===== config.mk =====
export PLATFORM = sky130hd
export DESIGN_NAME = alien_march_ctrl_flat
export DESIGN_NICKNAME = d
export VERILOG_FILES = /design/src/rtl/alien_march_ctrl_pkg.sv /design/src/rtl/alien_march_ctrl_if.sv /design/src/rtl/alien_march_ctrl_rec_update.sv /design/src/rtl/alien_march_ctrl.sv /design/src/flat_wrapper.sv
export SDC_FILE = /design/constraint.sdc
export NUM_CORES = 1
export LEC_CHECK = 0
export CAP_MARGIN = 20
export CORE_ASPECT_RATIO = 0.5
export CORE_MARGIN = 2
export CORE_UTILIZATION = 50
export CTS_CLUSTER_DIAMETER = 100
export DETAILED_ROUTE_END_ITERATION = 8
export PLACE_DENSITY = 0.84
export SYNTH_ARGS = -nofsm -noshare
export SYNTH_HDL_FRONTEND = slang
export SYNTH_SLANG_ARGS = --single-unit

===== constraint.sdc =====
create_clock -name game_clk -period 3.6 [get_ports game_clk]
set_input_delay 0.36 -clock game_clk [delete_from_list [all_inputs] [get_ports game_clk]]
set_output_delay 0.36 -clock game_clk [all_outputs]
set_load 0.03 [all_outputs]

===== src/rtl/alien_march_ctrl_pkg.sv =====
// Shared definitions for the alien march controller: record field layout,
// sweep FSM state encoding and default playfield / motion constants.
package alien_march_ctrl_pkg;

    // Alien record layout
    localparam int REC_W     = 28;
    localparam int X_LSB     = 18;
    localparam int X_W       = 10;
    localparam int Y_LSB     = 8;
    localparam int Y_W       = 10;
    localparam int TYPE_LSB  = 6;
    localparam int TYPE_W    = 2;
    localparam int ALIVE_BIT = 5;
    localparam int TIMER_LSB = 0;
    localparam int TIMER_W   = 5;

    // Alien RAM address and alive counter widths
    localparam int ADDR_W = 5;
    localparam int CNT_W  = 5;

    // Default geometry and motion
    localparam int DEF_NUM_ALIENS = 18;
    localparam int DEF_STEP_X     = 2;
    localparam int DEF_DROP_Y     = 8;
    localparam int DEF_X_MIN      = 8;
    localparam int DEF_X_MAX      = 600;
    localparam int DEF_Y_LAND     = 400;

    typedef enum logic [2:0] {
        IDLE,
        RD_REQ,
        RD_WAIT,
        CALC,
        WR_REQ,
        WR_WAIT,
        NEXT,
        EVAL
    } march_state_t;

endpackage


===== src/rtl/alien_march_ctrl_if.sv =====
// Game-port bus between the march controller (master) and the alien RAM (slave).
interface alien_march_ctrl_if;
    import alien_march_ctrl_pkg::*;

    logic [ADDR_W-1:0] ram_addr;
    logic              ram_wr_en;
    logic [REC_W-1:0]  ram_wr_data;
    logic [REC_W-1:0]  ram_rd_data;
    logic              ram_write_busy;

    modport master (
        output ram_addr,
        output ram_wr_en,
        output ram_wr_data,
        input  ram_rd_data,
        input  ram_write_busy
    );

    modport slave (
        input  ram_addr,
        input  ram_wr_en,
        input  ram_wr_data,
        output ram_rd_data,
        output ram_write_busy
    );
endinterface


===== src/rtl/alien_march_ctrl_rec_update.sv =====
// alien_rec_update: purely combinational per-record step. Moves one alien
// (horizontal step or vertical drop), ages the explosion timer of dead aliens
// and flags playfield edge / landing hits for alive aliens using new values.
module alien_rec_update
    import alien_march_ctrl_pkg::*;
#(
    parameter int DROP_Y = DEF_DROP_Y,
    parameter int X_MIN  = DEF_X_MIN,
    parameter int X_MAX  = DEF_X_MAX,
    parameter int Y_LAND = DEF_Y_LAND
) (
    input  logic [REC_W-1:0] rec_in,
    input  logic             dir_left,
    input  logic             drop,
    input  logic [X_W-1:0]   step_x,
    output logic [REC_W-1:0] rec_out,
    output logic             is_alive,
    output logic             edge_hit,
    output logic             land_hit
);

    logic [X_W-1:0]     x_old, x_new;
    logic [Y_W-1:0]     y_old, y_new;
    logic [TIMER_W-1:0] timer_old, timer_new;
    logic               alive;

    // Field extraction, motion, timer ageing and hit detection for one record
    always_comb begin
        x_old     = rec_in[X_LSB +: X_W];
        y_old     = rec_in[Y_LSB +: Y_W];
        timer_old = rec_in[TIMER_LSB +: TIMER_W];
        alive     = rec_in[ALIVE_BIT];

        x_new = x_old;
        y_new = y_old;
        if (drop) begin
            y_new = y_old + Y_W'(DROP_Y);
        end else if (dir_left) begin
            x_new = x_old - step_x;
        end else begin
            x_new = x_old + step_x;
        end

        timer_new = timer_old;
        if (!alive && (timer_old != '0)) begin
            timer_new = timer_old - TIMER_W'(1);
        end

        // Type and alive pass through untouched
        rec_out                          = rec_in;
        rec_out[X_LSB +: X_W]            = x_new;
        rec_out[Y_LSB +: Y_W]            = y_new;
        rec_out[TIMER_LSB +: TIMER_W]    = timer_new;

        is_alive = alive;
        edge_hit = alive && ((x_new <= X_W'(X_MIN)) || (x_new >= X_W'(X_MAX)));
        land_hit = alive && (y_new >= Y_W'(Y_LAND));
    end

endmodule


===== src/rtl/alien_march_ctrl.sv =====
// alien_march_ctrl: on each accepted move_tick, sweeps every alien record
// through read -> update -> write on the alien RAM game port, then evaluates
// the sweep (direction change, drop scheduling, invasion / extinction flags).
// Optional build macro: ALIEN_MARCH_SPEEDUP_EN doubles the horizontal step
// once the alive count of the last sweep falls to a third of the formation.
module alien_march_ctrl
    import alien_march_ctrl_pkg::*;
#(
    parameter int NUM_ALIENS = DEF_NUM_ALIENS,
    parameter int STEP_X     = DEF_STEP_X,
    parameter int DROP_Y     = DEF_DROP_Y,
    parameter int X_MIN      = DEF_X_MIN,
    parameter int X_MAX      = DEF_X_MAX,
    parameter int Y_LAND     = DEF_Y_LAND
) (
    input  logic                  game_clk,
    input  logic                  reset,
    input  logic                  move_tick,
    alien_march_ctrl_if.master    ram,
    output logic                  sweep_busy,
    output logic                  sweep_done,
    output logic                  tick_dropped,
    output logic                  dir_left,
    output logic [CNT_W-1:0]      alive_count,
    output logic                  invaded,
    output logic                  all_dead
);

    localparam logic [ADDR_W-1:0] LAST_IDX   = ADDR_W'(NUM_ALIENS - 1);
    localparam logic [CNT_W-1:0]  FULL_COUNT = CNT_W'(NUM_ALIENS);

    march_state_t      state_q, state_d;
    logic [ADDR_W-1:0] idx_q, idx_d;
    logic [ADDR_W-1:0] addr_q, addr_d;
    logic              wr_en_q, wr_en_d;
    logic [REC_W-1:0]  wr_data_q, wr_data_d;
    logic              dir_left_q, dir_left_d;
    logic              drop_pending_q, drop_pending_d;
    logic [CNT_W-1:0]  alive_count_q, alive_count_d;
    logic              invaded_q, invaded_d;
    logic              all_dead_q, all_dead_d;
    logic [CNT_W-1:0]  alive_acc_q, alive_acc_d;
    logic              edge_acc_q, edge_acc_d;
    logic              land_acc_q, land_acc_d;
    logic              seen_busy_q, seen_busy_d;

    logic [X_W-1:0]    step_cur;
    logic [REC_W-1:0]  upd_rec;
    logic              upd_alive, upd_edge, upd_land;

`ifdef ALIEN_MARCH_SPEEDUP_EN
    localparam logic [X_W-1:0]   STEP_SLOW  = X_W'(STEP_X);
    localparam logic [X_W-1:0]   STEP_FAST  = X_W'(2 * STEP_X);
    localparam logic [CNT_W-1:0] FAST_LIMIT = CNT_W'(NUM_ALIENS / 3);
    logic [X_W-1:0] step_q, step_d;
    assign step_cur = step_q;
`else
    assign step_cur = X_W'(STEP_X);
`endif

    alien_rec_update #(
        .DROP_Y (DROP_Y),
        .X_MIN  (X_MIN),
        .X_MAX  (X_MAX),
        .Y_LAND (Y_LAND)
    ) u_rec_update (
        .rec_in   (ram.ram_rd_data),
        .dir_left (dir_left_q),
        .drop     (drop_pending_q),
        .step_x   (step_cur),
        .rec_out  (upd_rec),
        .is_alive (upd_alive),
        .edge_hit (upd_edge),
        .land_hit (upd_land)
    );

    // Sweep sequencing: next-state and next-output computation
    always_comb begin
        state_d        = state_q;
        idx_d          = idx_q;
        addr_d         = addr_q;
        wr_en_d        = 1'b0;
        wr_data_d      = wr_data_q;
        dir_left_d     = dir_left_q;
        drop_pending_d = drop_pending_q;
        alive_count_d  = alive_count_q;
        invaded_d      = invaded_q;
        all_dead_d     = all_dead_q;
        alive_acc_d    = alive_acc_q;
        edge_acc_d     = edge_acc_q;
        land_acc_d     = land_acc_q;
        seen_busy_d    = seen_busy_q;
`ifdef ALIEN_MARCH_SPEEDUP_EN
        step_d         = step_q;
`endif

        case (state_q)
            IDLE: begin
                // A halted game (invaded or wiped out) ignores ticks entirely
                if (move_tick && !invaded_q && !all_dead_q) begin
                    idx_d       = '0;
                    addr_d      = '0;
                    alive_acc_d = '0;
                    edge_acc_d  = 1'b0;
                    land_acc_d  = 1'b0;
`ifdef ALIEN_MARCH_SPEEDUP_EN
                    step_d      = (alive_count_q <= FAST_LIMIT) ? STEP_FAST : STEP_SLOW;
`endif
                    state_d     = RD_REQ;
                end
            end
            RD_REQ:  state_d = RD_WAIT;
            RD_WAIT: state_d = CALC;
            CALC: begin
                wr_data_d  = upd_rec;
                if (upd_alive) begin
                    alive_acc_d = alive_acc_q + CNT_W'(1);
                end
                edge_acc_d = edge_acc_q | upd_edge;
                land_acc_d = land_acc_q | upd_land;
                state_d    = WR_REQ;
            end
            WR_REQ: begin
                if (!ram.ram_write_busy) begin
                    wr_en_d     = 1'b1;
                    seen_busy_d = 1'b0;
                    state_d     = WR_WAIT;
                end
            end
            WR_WAIT: begin
                // Address/data stay registered until the RAM has gone busy and idle again
                if (ram.ram_write_busy) begin
                    seen_busy_d = 1'b1;
                end else if (seen_busy_q) begin
                    state_d = NEXT;
                end
            end
            NEXT: begin
                if (idx_q < LAST_IDX) begin
                    idx_d   = idx_q + ADDR_W'(1);
                    addr_d  = idx_q + ADDR_W'(1);
                    state_d = RD_REQ;
                end else begin
                    state_d = EVAL;
                end
            end
            EVAL: begin
                alive_count_d = alive_acc_q;
                if (drop_pending_q) begin
                    drop_pending_d = 1'b0;
                    dir_left_d     = ~dir_left_q;
                end else if (edge_acc_q) begin
                    drop_pending_d = 1'b1;
                end
                if (land_acc_q) begin
                    invaded_d = 1'b1;
                end
                if (alive_acc_q == '0) begin
                    all_dead_d = 1'b1;
                end
                state_d = IDLE;
            end
            default: state_d = IDLE;
        endcase
    end

    // State and output registers with synchronous reset
    always_ff @(posedge game_clk) begin
        if (reset) begin
            state_q        <= IDLE;
            idx_q          <= '0;
            addr_q         <= '0;
            wr_en_q        <= 1'b0;
            wr_data_q      <= '0;
            dir_left_q     <= 1'b0;
            drop_pending_q <= 1'b0;
            alive_count_q  <= FULL_COUNT;
            invaded_q      <= 1'b0;
            all_dead_q     <= 1'b0;
            alive_acc_q    <= '0;
            edge_acc_q     <= 1'b0;
            land_acc_q     <= 1'b0;
            seen_busy_q    <= 1'b0;
`ifdef ALIEN_MARCH_SPEEDUP_EN
            step_q         <= STEP_SLOW;
`endif
        end else begin
            state_q        <= state_d;
            idx_q          <= idx_d;
            addr_q         <= addr_d;
            wr_en_q        <= wr_en_d;
            wr_data_q      <= wr_data_d;
            dir_left_q     <= dir_left_d;
            drop_pending_q <= drop_pending_d;
            alive_count_q  <= alive_count_d;
            invaded_q      <= invaded_d;
            all_dead_q     <= all_dead_d;
            alive_acc_q    <= alive_acc_d;
            edge_acc_q     <= edge_acc_d;
            land_acc_q     <= land_acc_d;
            seen_busy_q    <= seen_busy_d;
`ifdef ALIEN_MARCH_SPEEDUP_EN
            step_q         <= step_d;
`endif
        end
    end

    assign ram.ram_addr    = addr_q;
    assign ram.ram_wr_en   = wr_en_q;
    assign ram.ram_wr_data = wr_data_q;

    // Status decodes straight from the state register
    assign sweep_busy   = (state_q != IDLE);
    assign sweep_done   = (state_q == EVAL);
    assign tick_dropped = move_tick && (state_q != IDLE);

    assign dir_left    = dir_left_q;
    assign alive_count = alive_count_q;
    assign invaded     = invaded_q;
    assign all_dead    = all_dead_q;

endmodule


===== src/flat_wrapper.sv =====
// flat-port wrapper written by rule: the top's interface ports become plain ports
module alien_march_ctrl_flat import alien_march_ctrl_pkg::*;
#(
    parameter int NUM_ALIENS = DEF_NUM_ALIENS,
    parameter int STEP_X     = DEF_STEP_X,
    parameter int DROP_Y     = DEF_DROP_Y,
    parameter int X_MIN      = DEF_X_MIN,
    parameter int X_MAX      = DEF_X_MAX,
    parameter int Y_LAND     = DEF_Y_LAND
)
  (game_clk, reset, move_tick, sweep_busy, sweep_done, tick_dropped, dir_left, alive_count, invaded, all_dead, ram_ram_addr, ram_ram_wr_en, ram_ram_wr_data, ram_ram_rd_data, ram_ram_write_busy);
  alien_march_ctrl_if ram_i ();
  input  logic game_clk;
  input  logic reset;
  input  logic move_tick;
  output logic sweep_busy;
  output logic sweep_done;
  output logic tick_dropped;
  output logic dir_left;
  output logic [CNT_W-1:0] alive_count;
  output logic invaded;
  output logic all_dead;
  output wire logic [$bits(ram_i.ram_addr)-1:0] ram_ram_addr;
  output wire logic [$bits(ram_i.ram_wr_en)-1:0] ram_ram_wr_en;
  output wire logic [$bits(ram_i.ram_wr_data)-1:0] ram_ram_wr_data;
  input wire logic [$bits(ram_i.ram_rd_data)-1:0] ram_ram_rd_data;
  input wire logic [$bits(ram_i.ram_write_busy)-1:0] ram_ram_write_busy;
  assign ram_ram_addr = ram_i.ram_addr;
  assign ram_ram_wr_en = ram_i.ram_wr_en;
  assign ram_ram_wr_data = ram_i.ram_wr_data;
  assign ram_i.ram_rd_data = ram_ram_rd_data;
  assign ram_i.ram_write_busy = ram_ram_write_busy;
  alien_march_ctrl #(.NUM_ALIENS(NUM_ALIENS), .STEP_X(STEP_X), .DROP_Y(DROP_Y), .X_MIN(X_MIN), .X_MAX(X_MAX), .Y_LAND(Y_LAND)) u_core (.game_clk(game_clk), .reset(reset), .move_tick(move_tick), .ram(ram_i), .sweep_busy(sweep_busy), .sweep_done(sweep_done), .tick_dropped(tick_dropped), .dir_left(dir_left), .alive_count(alive_count), .invaded(invaded), .all_dead(all_dead));
endmodule

After elaboration in Yosys (flattened, before gate mapping) --
Cells that the tools add are included.
Word-level totals: flip-flop bits (word level) 54, output and inout port bits 45, input bits 32, logic and storage cells 91
Operators by class: equal/unequal tests 14, reduce and logical (&&, ||, !) cells 26, bitwise logic cells 4, muxes and demuxes 24, $add $sub $neg 6, magnitude comparators 4
Operators by type and width (number):
- two-way mux 10 bit | 3
- one-hot mux 3 bit (8 select lines) | 1
- two-way mux 5 bit | 4
- one-hot mux 5 bit (2 select lines) | 2
- two-way mux 3 bit | 5
- == test 3 bit (second input constant) | 4
- adder 10 x 2 -> 10 bit (second input constant) | 1
- adder 10 x 4 -> 10 bit (second input constant) | 1
- adder 5 x 1 -> 5 bit (second input constant) | 2
- >= comparator 10 bit (second input constant) | 1
- >= comparator 10 x 9 -> 1 bit (second input constant) | 1
- less-or-equal comparator 10 x 4 -> 1 bit (second input constant) | 1
- subtractor 10 x 2 -> 10 bit (second input constant) | 1
- AND reduction 3 bit | 3
- != test 2 bit (second input constant) | 4
- AND reduction 2 bit | 4
- == test 3 x 2 -> 1 bit (second input constant) | 2
- logical AND 1 bit | 6
- two-way mux 1 bit | 6
- != test 2 x 1 -> 1 bit (second input constant) | 3
- one-hot mux 1 bit (2 select lines) | 3
- nonzero test 2 bit | 3
- logical NOT 5 bit | 1
- < comparator 5 bit (second input constant) | 1
- other kinds (11) | 15

Logic depth before layout (Yosys ltp) --
Gate-level depths: netlist of run 1.
depth after elaboration 8, depth in mapped cells 9, mapped depth without buffers 9

Modules after synthesis --
From an unflattened synthesis of run 1, not the netlist that was laid out.
Second synthesis, totals: cells, all modules 419, area total of the unflattened synthesis 3263.1 sq um
By module, submodules not included:
- alien_march_ctrl | times used 1, cells each 261, seq. area each 1081.0 sq um, area each 2153.3 sq um
- alien_rec_update | times used 1, cells each 158, seq. area each 0.0 sq um, area each 1109.8 sq um

Least setup slack after synthesis of run 1 --
OpenSTA, ideal clock, no wires.
kind register -> register, start reg u_core.dir_left_q (netlist: u_core.dir_left), end reg u_core.edge_acc_q, setup slack 1.223 ns, clock period less this slack 2.377 ns, setup time 0.133 ns, stages on the path, launching flop included 10, arrival 2.244 ns, cells stage by stage dfxtp_1 -> inv_1 -> fa_1 -> nor2b_4 -> o31a_4 -> o21bai_2 -> a2111oi_2 -> nor3_1 -> nand4b_1 -> o211ai_1
Between the ends: longest elaborated chain between the ends 7
RTL lines:
- start, declared | RTL line alien_march_ctrl.sv:37 | logic dir_left_q, dir_left_d;
- start signal, assigned | RTL line alien_march_ctrl.sv:193 | dir_left_q <= dir_left_d;
- two-way mux 10 bit * | RTL line alien_march_ctrl_rec_update.sv:38 | end else if (dir_left) begin
- two-way mux 10 bit * | RTL line alien_march_ctrl_rec_update.sv:36 | if (drop) begin
- less-or-equal comparator 10 x 4 -> 1 bit or >= comparator 10 bit (tied branches) | RTL line alien_march_ctrl_rec_update.sv:56 | edge_hit = alive && ((x_new <= X_W'(X_MIN)) || (x_new >= X_W'(X_MAX)));
- logical OR 1 bit * | RTL line alien_march_ctrl_rec_update.sv:56
- logical AND 1 bit * | RTL line alien_march_ctrl_rec_update.sv:56
- bitwise OR 1 bit * | RTL line alien_march_ctrl.sv:119 | edge_acc_d = edge_acc_q | upd_edge;
- one-hot mux 1 bit (2 select lines) * | RTL line alien_march_ctrl.sv:97 | case (state_q)
- end signal, assigned | RTL line alien_march_ctrl.sv:199 | edge_acc_q <= edge_acc_d;
- end, declared | RTL line alien_march_ctrl.sv:43 | logic edge_acc_q, edge_acc_d;
Every way passes the cells marked *; elsewhere a longest branch is shown, timed or not. A chain may end at the register's enable or synchronous reset.

Final worst setup path of run 1 --
start reg u_core.dir_left_q (netlist: u_core.dir_left), end reg u_core.wr_data_q[27] (netlist: u_core.ram.ram_wr_data[27])
Between the ends: longest elaborated chain between the ends 2
RTL lines:
- two-way mux 10 bit | RTL line alien_march_ctrl_rec_update.sv:38
- two-way mux 10 bit | RTL line alien_march_ctrl_rec_update.sv:36
- end signal, assigned | RTL line alien_march_ctrl.sv:192 | wr_data_q <= wr_data_d;
- end, declared | RTL line alien_march_ctrl.sv:36 | logic [REC_W-1:0] wr_data_q, wr_data_d;
No other way between the ends.

==> results.sh, run 1 <==
export IMPL_status="finished, final reports clean"
export IMPL_place_ws_ps=874
export IMPL_grt_max_degree=45
export IMPL_drv_slew=0
export IMPL_clk_latency_ps=290
export IMPL_antenna_left=0
export IMPL_setup_tns_ps=0
export IMPL_relSlewSlack=0.645
export IMPL_placed_cells=500
export IMPL_die_x_um=112
export IMPL_synth_cells=363
export IMPL_htreeDepth=2
export IMPL_coreArea_sq_um=5540
export IMPL_hold_viol=0
export IMPL_synth_area_per_cell_sq_um=8.01
export IMPL_fp_dieArea_sq_um=6480
export IMPL_drc_errors=0
export IMPL_seq_area_frac_synth=0.372
export IMPL_synth_cell_types=55
export IMPL_tightestPinTransition_ps=526
export IMPL_synth_area_sq_um=2910
export IMPL_ys_flop_type="dfxtp_1"
export IMPL_cts_tree="done"
export IMPL_avgViaCountPerCell=5.64
export IMPL_synth_nets=408
export IMPL_r2r_cells=8
export IMPL_crit_arrival_ps=2710
export IMPL_grt_pass1_vias=2607
export IMPL_setup_worst_path_end_class="register"
export IMPL_fin_nets=479
export IMPL_setup_violations=0
export IMPL_critPathLaunchType="register"
export IMPL_worstHoldStart="u_core.ram.ram_wr_data[8]$_SDFFE_PP0P_"
export IMPL_fmax_ghz=0.398
export IMPL_instances_no_fill=508
export IMPL_post_drt_wl_per_cell_um=14.2
export IMPL_synth_area_leader_cell="dfxtp_1"
export IMPL_synthTopCellsByArea="dfxtp_1 37%, nand2_1 6.7%, nor2_1 6.6%"
export IMPL_yosys_warnings=0
export IMPL_synth_edf_count=0
export IMPL_fillCellCount=464
export IMPL_row_count=19
export IMPL_min_delay_worst_endpoint="u_core.ram.ram_wr_data[8]$_SDFFE_PP0P_"
export IMPL_fin_skew_ps=5.54
export IMPL_firstDrtPassIters=5
export IMPL_place_gp_congestion=0.979
export IMPL_num_vias=2866
export IMPL_place_area_sq_um=3730
export IMPL_netlist_area_leader_share=0.372
export IMPL_ctsHoldBuffers=0
export IMPL_async_flop_share=0
export IMPL_cts_buffer_depth=2
export IMPL_cts_resized=0
export IMPL_overflow=0
export IMPL_maxCapViolCount=0
export IMPL_cts_buffers=5
export IMPL_io_pins=77
export IMPL_reg2reg_from="u_core.dir_left$_SDFFE_PP0P_"
export IMPL_fin_ws_ps=1090
export IMPL_required_ps=3800
export IMPL_post_cts_repair_setup_buffers=0
export IMPL_ys_seq_elements=54
export IMPL_cp_max_fo=13
export IMPL_whs_path_depth=2
export IMPL_drt_total_wl_um=7240
export IMPL_antenna_found_initial=0
export IMPL_period_share=0.697
export IMPL_clk_pin_slew_ps=70
export IMPL_hpwl_um=5450
export IMPL_stdcell_area_sq_um=3870
export IMPL_rsz0062_at_grt="false"
export IMPL_initial_core_util=0.525
export IMPL_finalCriticalPeriod_ps=2510
export IMPL_grt_usage=0.222
export IMPL_diodes=0
export IMPL_area_delta_synth_final_pct=33.0
export IMPL_root_buffer="clkbuf_16"
export IMPL_ir_worst_vdd_mv=0.211
export IMPL_dr_first_iter_drc_count=150
export IMPL_p_per_area_nw_per_um2=360
export IMPL_worstSetupStartpoint="u_core.dir_left$_SDFFE_PP0P_"
export IMPL_leakage_nw=1.43
export IMPL_regToRegSetupSlack_ps=1090
export IMPL_cts_sinks=54
export IMPL_critical_path_class="register to register"
export IMPL_port_buffers=76
export IMPL_finalPower_mw=1.39
export IMPL_die_h_um=57.9
export IMPL_drive_gt1_frac=0.0506
export IMPL_grt_pass1_wl_um=11700
export IMPL_hold_path_class="register to register"
export IMPL_r2r_end="u_core.ram.ram_wr_data[27]$_SDFFE_PP0P_"
-- critical path, stage by stage (launching register included) --
cell and delay, ps:
dfxtp_1 630, inv_1 160, fa_1 450, nor2b_4 160, o31a_4 170, o21bai_2 90, a2111oi_2 370, nor3_1 130
a211oi_1 260
-- state kept, by name, summed over array words and instances (netlist names), 3 cells and up --
signal                  count
u_core.alive_acc_q          5
u_core.ram.ram_wr_data     28
u_core.idx_q                5
u_core.alive_count          5
u_core.state_q              3
-- cells in the final DEF, fill, tap and decap left out, types with 5 or more instances in the layout --
cell type        netlist  final
nor3_1                 8      8
a21oi_1               31     31
clkbuf_16              0      5
nand2_1               52     52
clkdlybuf4s50_1        0     76
nand4_1                8      8
inv_1                 11     11
a211oi_1              19     19
nor2b_1                6      6
xor2_1                13     13
xnor2_1                7      7
dfxtp_1               54     54
nand3_1                8      8
o21ai_0                5      5
ha_1                  12     12
nor2_1                51     51
-- how the worst max path moves through the flow --
stage	endpoint	slack [ps]
2_1_floorplan	u_core.edge_acc_q$_SDFFE_PP0P_	1220
3_3_place_gp	u_core.edge_acc_q$_SDFFE_PP0P_	950
3_5_place_dp	u_core.edge_acc_q$_SDFFE_PP0P_	870
4_1_cts	sweep_done	1090
5_1_grt	u_core.edge_acc_q$_SDFFE_PP0P_	870
6_report	u_core.ram.ram_wr_data[27]$_SDFFE_PP0P_	1090
-- synthesized netlist by cell type (3+ instances only) --
| cell type | instances |
|---|---|
| nand2b_1 | 3 |
| a21o_1 | 4 |
| nor2b_1 | 6 |
| xor2_1 | 13 |
| xnor2_1 | 7 |
| o21ai_0 | 5 |
| and3_1 | 4 |
| nand2_1 | 52 |
| nor3b_1 | 3 |
| and2_1 | 3 |
| o21ai_1 | 3 |
| a21oi_1 | 31 |
| buf_2 | 3 |
| nor3_1 | 8 |
| clkbuf_1 | 12 |
| inv_1 | 11 |
| nand3_1 | 8 |
| a211oi_1 | 19 |
| o211ai_1 | 4 |
| nand4_1 | 8 |
| nor2_1 | 51 |
| ha_1 | 12 |
| dfxtp_1 | 54 |
-- routing by layer --
layer	global-route usage	routed length, um
met1	0.262	3100
met2	0.401	3560
met3	0.0523	429
met4	0.0882	141
met5	0	0
-- through the flow --
stage,utilization,hold slack (ps)
4_1_cts,0.699,459
3_3_place_gp,0.673,441
2_1_floorplan,-,433
6_report,0.699,455
3_5_place_dp,0.673,451
5_1_grt,0.699,465
-- final cells by class --
class / instances / area [sq um] / area share
Timing Repair Buffer: 80 / 791 / 0.204
Sequential cell: 54 / 1080 / 0.279
Tap cell: 73 / 91.3 / 0.0236
Clock inverter: 2 / 13.8 / 0.00356
Clock buffer: 6 / 129 / 0.0333
Inverter: 12 / 45.0 / 0.0116
Multi-Input combinational cell: 281 / 1720 / 0.444
-- power breakdown --
part           internal, mW  switching (mW)
combinational         0.123           0.156
sequential            0.620          0.0241
clock                 0.258           0.211
-- cells by family after synthesis --
| family | share of synthesized area |
|---|---|
| mux | 0.0108 |
| flops | 0.372 |
| buf+inv | 0.0374 |
| simple gates | 0.246 |
| fa+ha+maj | 0.0585 |
| xor+xnor | 0.0602 |
| compound gates | 0.216 |
(Power assumes the default switching activity.)
==> inputs of run 2 (changes only) <==
--- a/config.mk
+++ b/config.mk
@@ -8,10 +8,10 @@
 export CAP_MARGIN = 20
 export CORE_ASPECT_RATIO = 0.5
 export CORE_MARGIN = 2
-export CORE_UTILIZATION = 50
+export CORE_UTILIZATION = 49
 export CTS_CLUSTER_DIAMETER = 100
 export DETAILED_ROUTE_END_ITERATION = 8
-export PLACE_DENSITY = 0.84
+export PLACE_DENSITY = 0.83
 export SYNTH_ARGS = -nofsm -noshare
 export SYNTH_HDL_FRONTEND = slang
 export SYNTH_SLANG_ARGS = --single-unit
==> constraint.sdc (replaced) <==
create_clock -name game_clk -period 2.59 [get_ports game_clk]
set_input_delay 0.259 -clock game_clk [delete_from_list [all_inputs] [get_ports game_clk]]
set_output_delay 0.259 -clock game_clk [all_outputs]
set_load 0.03 [all_outputs]
==> run 2 against run 1 <==
The run now ends with DRC left. Global-route usage increased by 0.45 points. Wire length rose by 2.9%. Via count decreased by 1.3%. Sequential share of layout area down 0.27 points. Design area increased by 1.1%. Flip-flop and latch count unchanged. Highest routed layer unchanged.
==> results.sh, run 2 (synthesized netlist as in run 1, its figures left out) <==
export IMPL_clk_pin_slew_ps=70
export IMPL_fin_skew_ps=4.96
export IMPL_ctsHoldBuffers=0
export IMPL_crit_family="simple AND/OR/NAND/NOR gates"
export IMPL_ir_worst_vdd_mv=0.317
export IMPL_diodes=0
export IMPL_hpwl_um=5610
export IMPL_status="complete, but fails checks"
export IMPL_dr_first_iter_drc_count=197
export IMPL_overflow=0
export IMPL_mostFrequentLayoutCell="clkdlybuf4s50_1"
export IMPL_drc_errors=4
export IMPL_initial_core_util=0.519
export IMPL_regToRegSetupSlack_ps=250
export IMPL_leakage_nw=1.45
export IMPL_cpMaxStageDelayCell="clkdlybuf4s50_1"
export IMPL_critical_path_class="input port to register"
export IMPL_violations="DRC"
export IMPL_post_drt_wl_per_cell_um=14.6
export IMPL_antenna_left=0
export IMPL_drv_slew=0
export IMPL_required_ps=2810
export IMPL_firstDrtPassIters=6
export IMPL_drive_gt1_frac=0.0595
export IMPL_cts_buffers=5
export IMPL_path_cells="clkdlybuf4s50_1 -> inv_1 -> fa_1 -> nor2b_4 -> o31a_4 -> o2111ai_1 -> nor3b_1 -> nor3_1 -> nand4b_1 -> o211ai_1"
export IMPL_critPathLaunchType="input port"
export IMPL_place_gp_congestion=0.908
export IMPL_hold_path_class="register to register"
export IMPL_avgViaCountPerCell=5.55
export IMPL_rsz0062_at_grt="false"
export IMPL_grt_usage=0.227
export IMPL_drt_total_wl_um=7450
export IMPL_relSlewSlack=0.575
export IMPL_period_share=0.905
export IMPL_io_pins=77
export IMPL_num_vias=2829
export IMPL_setup_worst_path_end_class="register"
export IMPL_fp_dieArea_sq_um=6610
export IMPL_cts_buffer_depth=2
export IMPL_fin_nets=481
export IMPL_finalCriticalPeriod_ps=2340
export IMPL_die_h_um=58.5
export IMPL_p_per_area_nw_per_um2=525
export IMPL_fin_ws_ps=246
export IMPL_setup_violations=0
export IMPL_crit_arrival_ps=2560
export IMPL_grt_max_degree=45
export IMPL_tightestPinTransition_ps=635
export IMPL_grt_pass1_wl_um=12200
export IMPL_cts_sinks=54
export IMPL_maxCapViolCount=0
export IMPL_cts_resized=0
export IMPL_grt_pass1_vias=2692
export IMPL_fmax_ghz=0.427
export IMPL_cp_buffers_inverters=2
export IMPL_largest_register_ffs=28
export IMPL_coreArea_sq_um=5610
export IMPL_hold_viol=0
export IMPL_place_ws_ps=-14.8
export IMPL_cts_tree="done"
export IMPL_post_cts_repair_setup_buffers=0
export IMPL_area_delta_synth_final_pct=34.5
export IMPL_die_x_um=113
export IMPL_clk_latency_ps=290
export IMPL_row_count=19
export IMPL_cp_max_fo=5
export IMPL_hold_ws_ps=457
export IMPL_final_cell_mix="76 x clkdlybuf4s50_1, 53 x dfxtp_1, 52 x nand2_1"
export IMPL_slowest_delay_ps=520
export IMPL_root_buffer="clkbuf_16"
export IMPL_antenna_found_initial=0
export IMPL_port_buffers=76
export IMPL_htreeDepth=2
==> run 2: cell count changes in the layout (fill, tap and decap cells not counted) <==
cell / change
clkinv_4: -1
dfxtp_2: +1
buf_4: +2
inv_6: +1
dfxtp_1: -1
bufinv_16: +1
clkbuf_1: -1
==> run 2: layer usage <==
layer	vias up	wire length, um	track usage
met5	-	0	0
met4	0	75	0.0767
met3	9	381	0.0433
met2	81	3750	0.411
met1	1307	3240	0.278
li1	1432	-	-
==> run 2: where the power goes <==
part           internal, mW  total, mW  switching, mW
registers             0.861      0.896         0.0344
logic                 0.173      0.391          0.218
clock network         0.458      0.767          0.309
==> run 2: final timing paths <==
kind / from / end / cells after the start
setup / recovery: ram_ram_rd_data[20] / u_core.edge_acc_q$_SDFFE_PP0P_ / 10
hold / removal: u_core.ram.ram_wr_data[5]$_SDFFE_PP0P_ / u_core.ram.ram_wr_data[5]$_SDFFE_PP0P_ / 2
setup reg to reg: u_core.dir_left$_SDFFE_PP0P_ / u_core.edge_acc_q$_SDFFE_PP0P_ / 9
hold reg to reg: u_core.ram.ram_wr_data[5]$_SDFFE_PP0P_ / u_core.ram.ram_wr_data[5]$_SDFFE_PP0P_ / 2
==> run 2: stage by stage <==
step | util | power [mW] | area (sq um) | instances | TNS (ps)
after CTS | 0.697 | 2.06 | 3910 | 510 | 0
after global routing | 0.697 | 2.13 | 3910 | 510 | 0
after detailed placement | 0.667 | 1.30 | 3740 | 502 | -14.8
final | 0.697 | 2.05 | 3910 | 510 | 0
after floorplan | - | 1.14 | 2910 | 363 | 0
after global placement | 0.667 | 1.29 | 3740 | 502 | 0
==> run 2: tightest hold or removal path: stages (launching register included) <==
cell and delay (ps):
dfxtp_1 310, nand2_1 50, a21oi_1 50
==> run 2: area by class of cell <==
cell class,instances,area [sq um]
inverters,12,45.0
repair buffers,82,806
multi-input cells,281,1720
well taps,73,91.3
clock inverters,3,43.8
fillers,454,1700
flip-flops and latches,54,1080
clock buffers,5,125
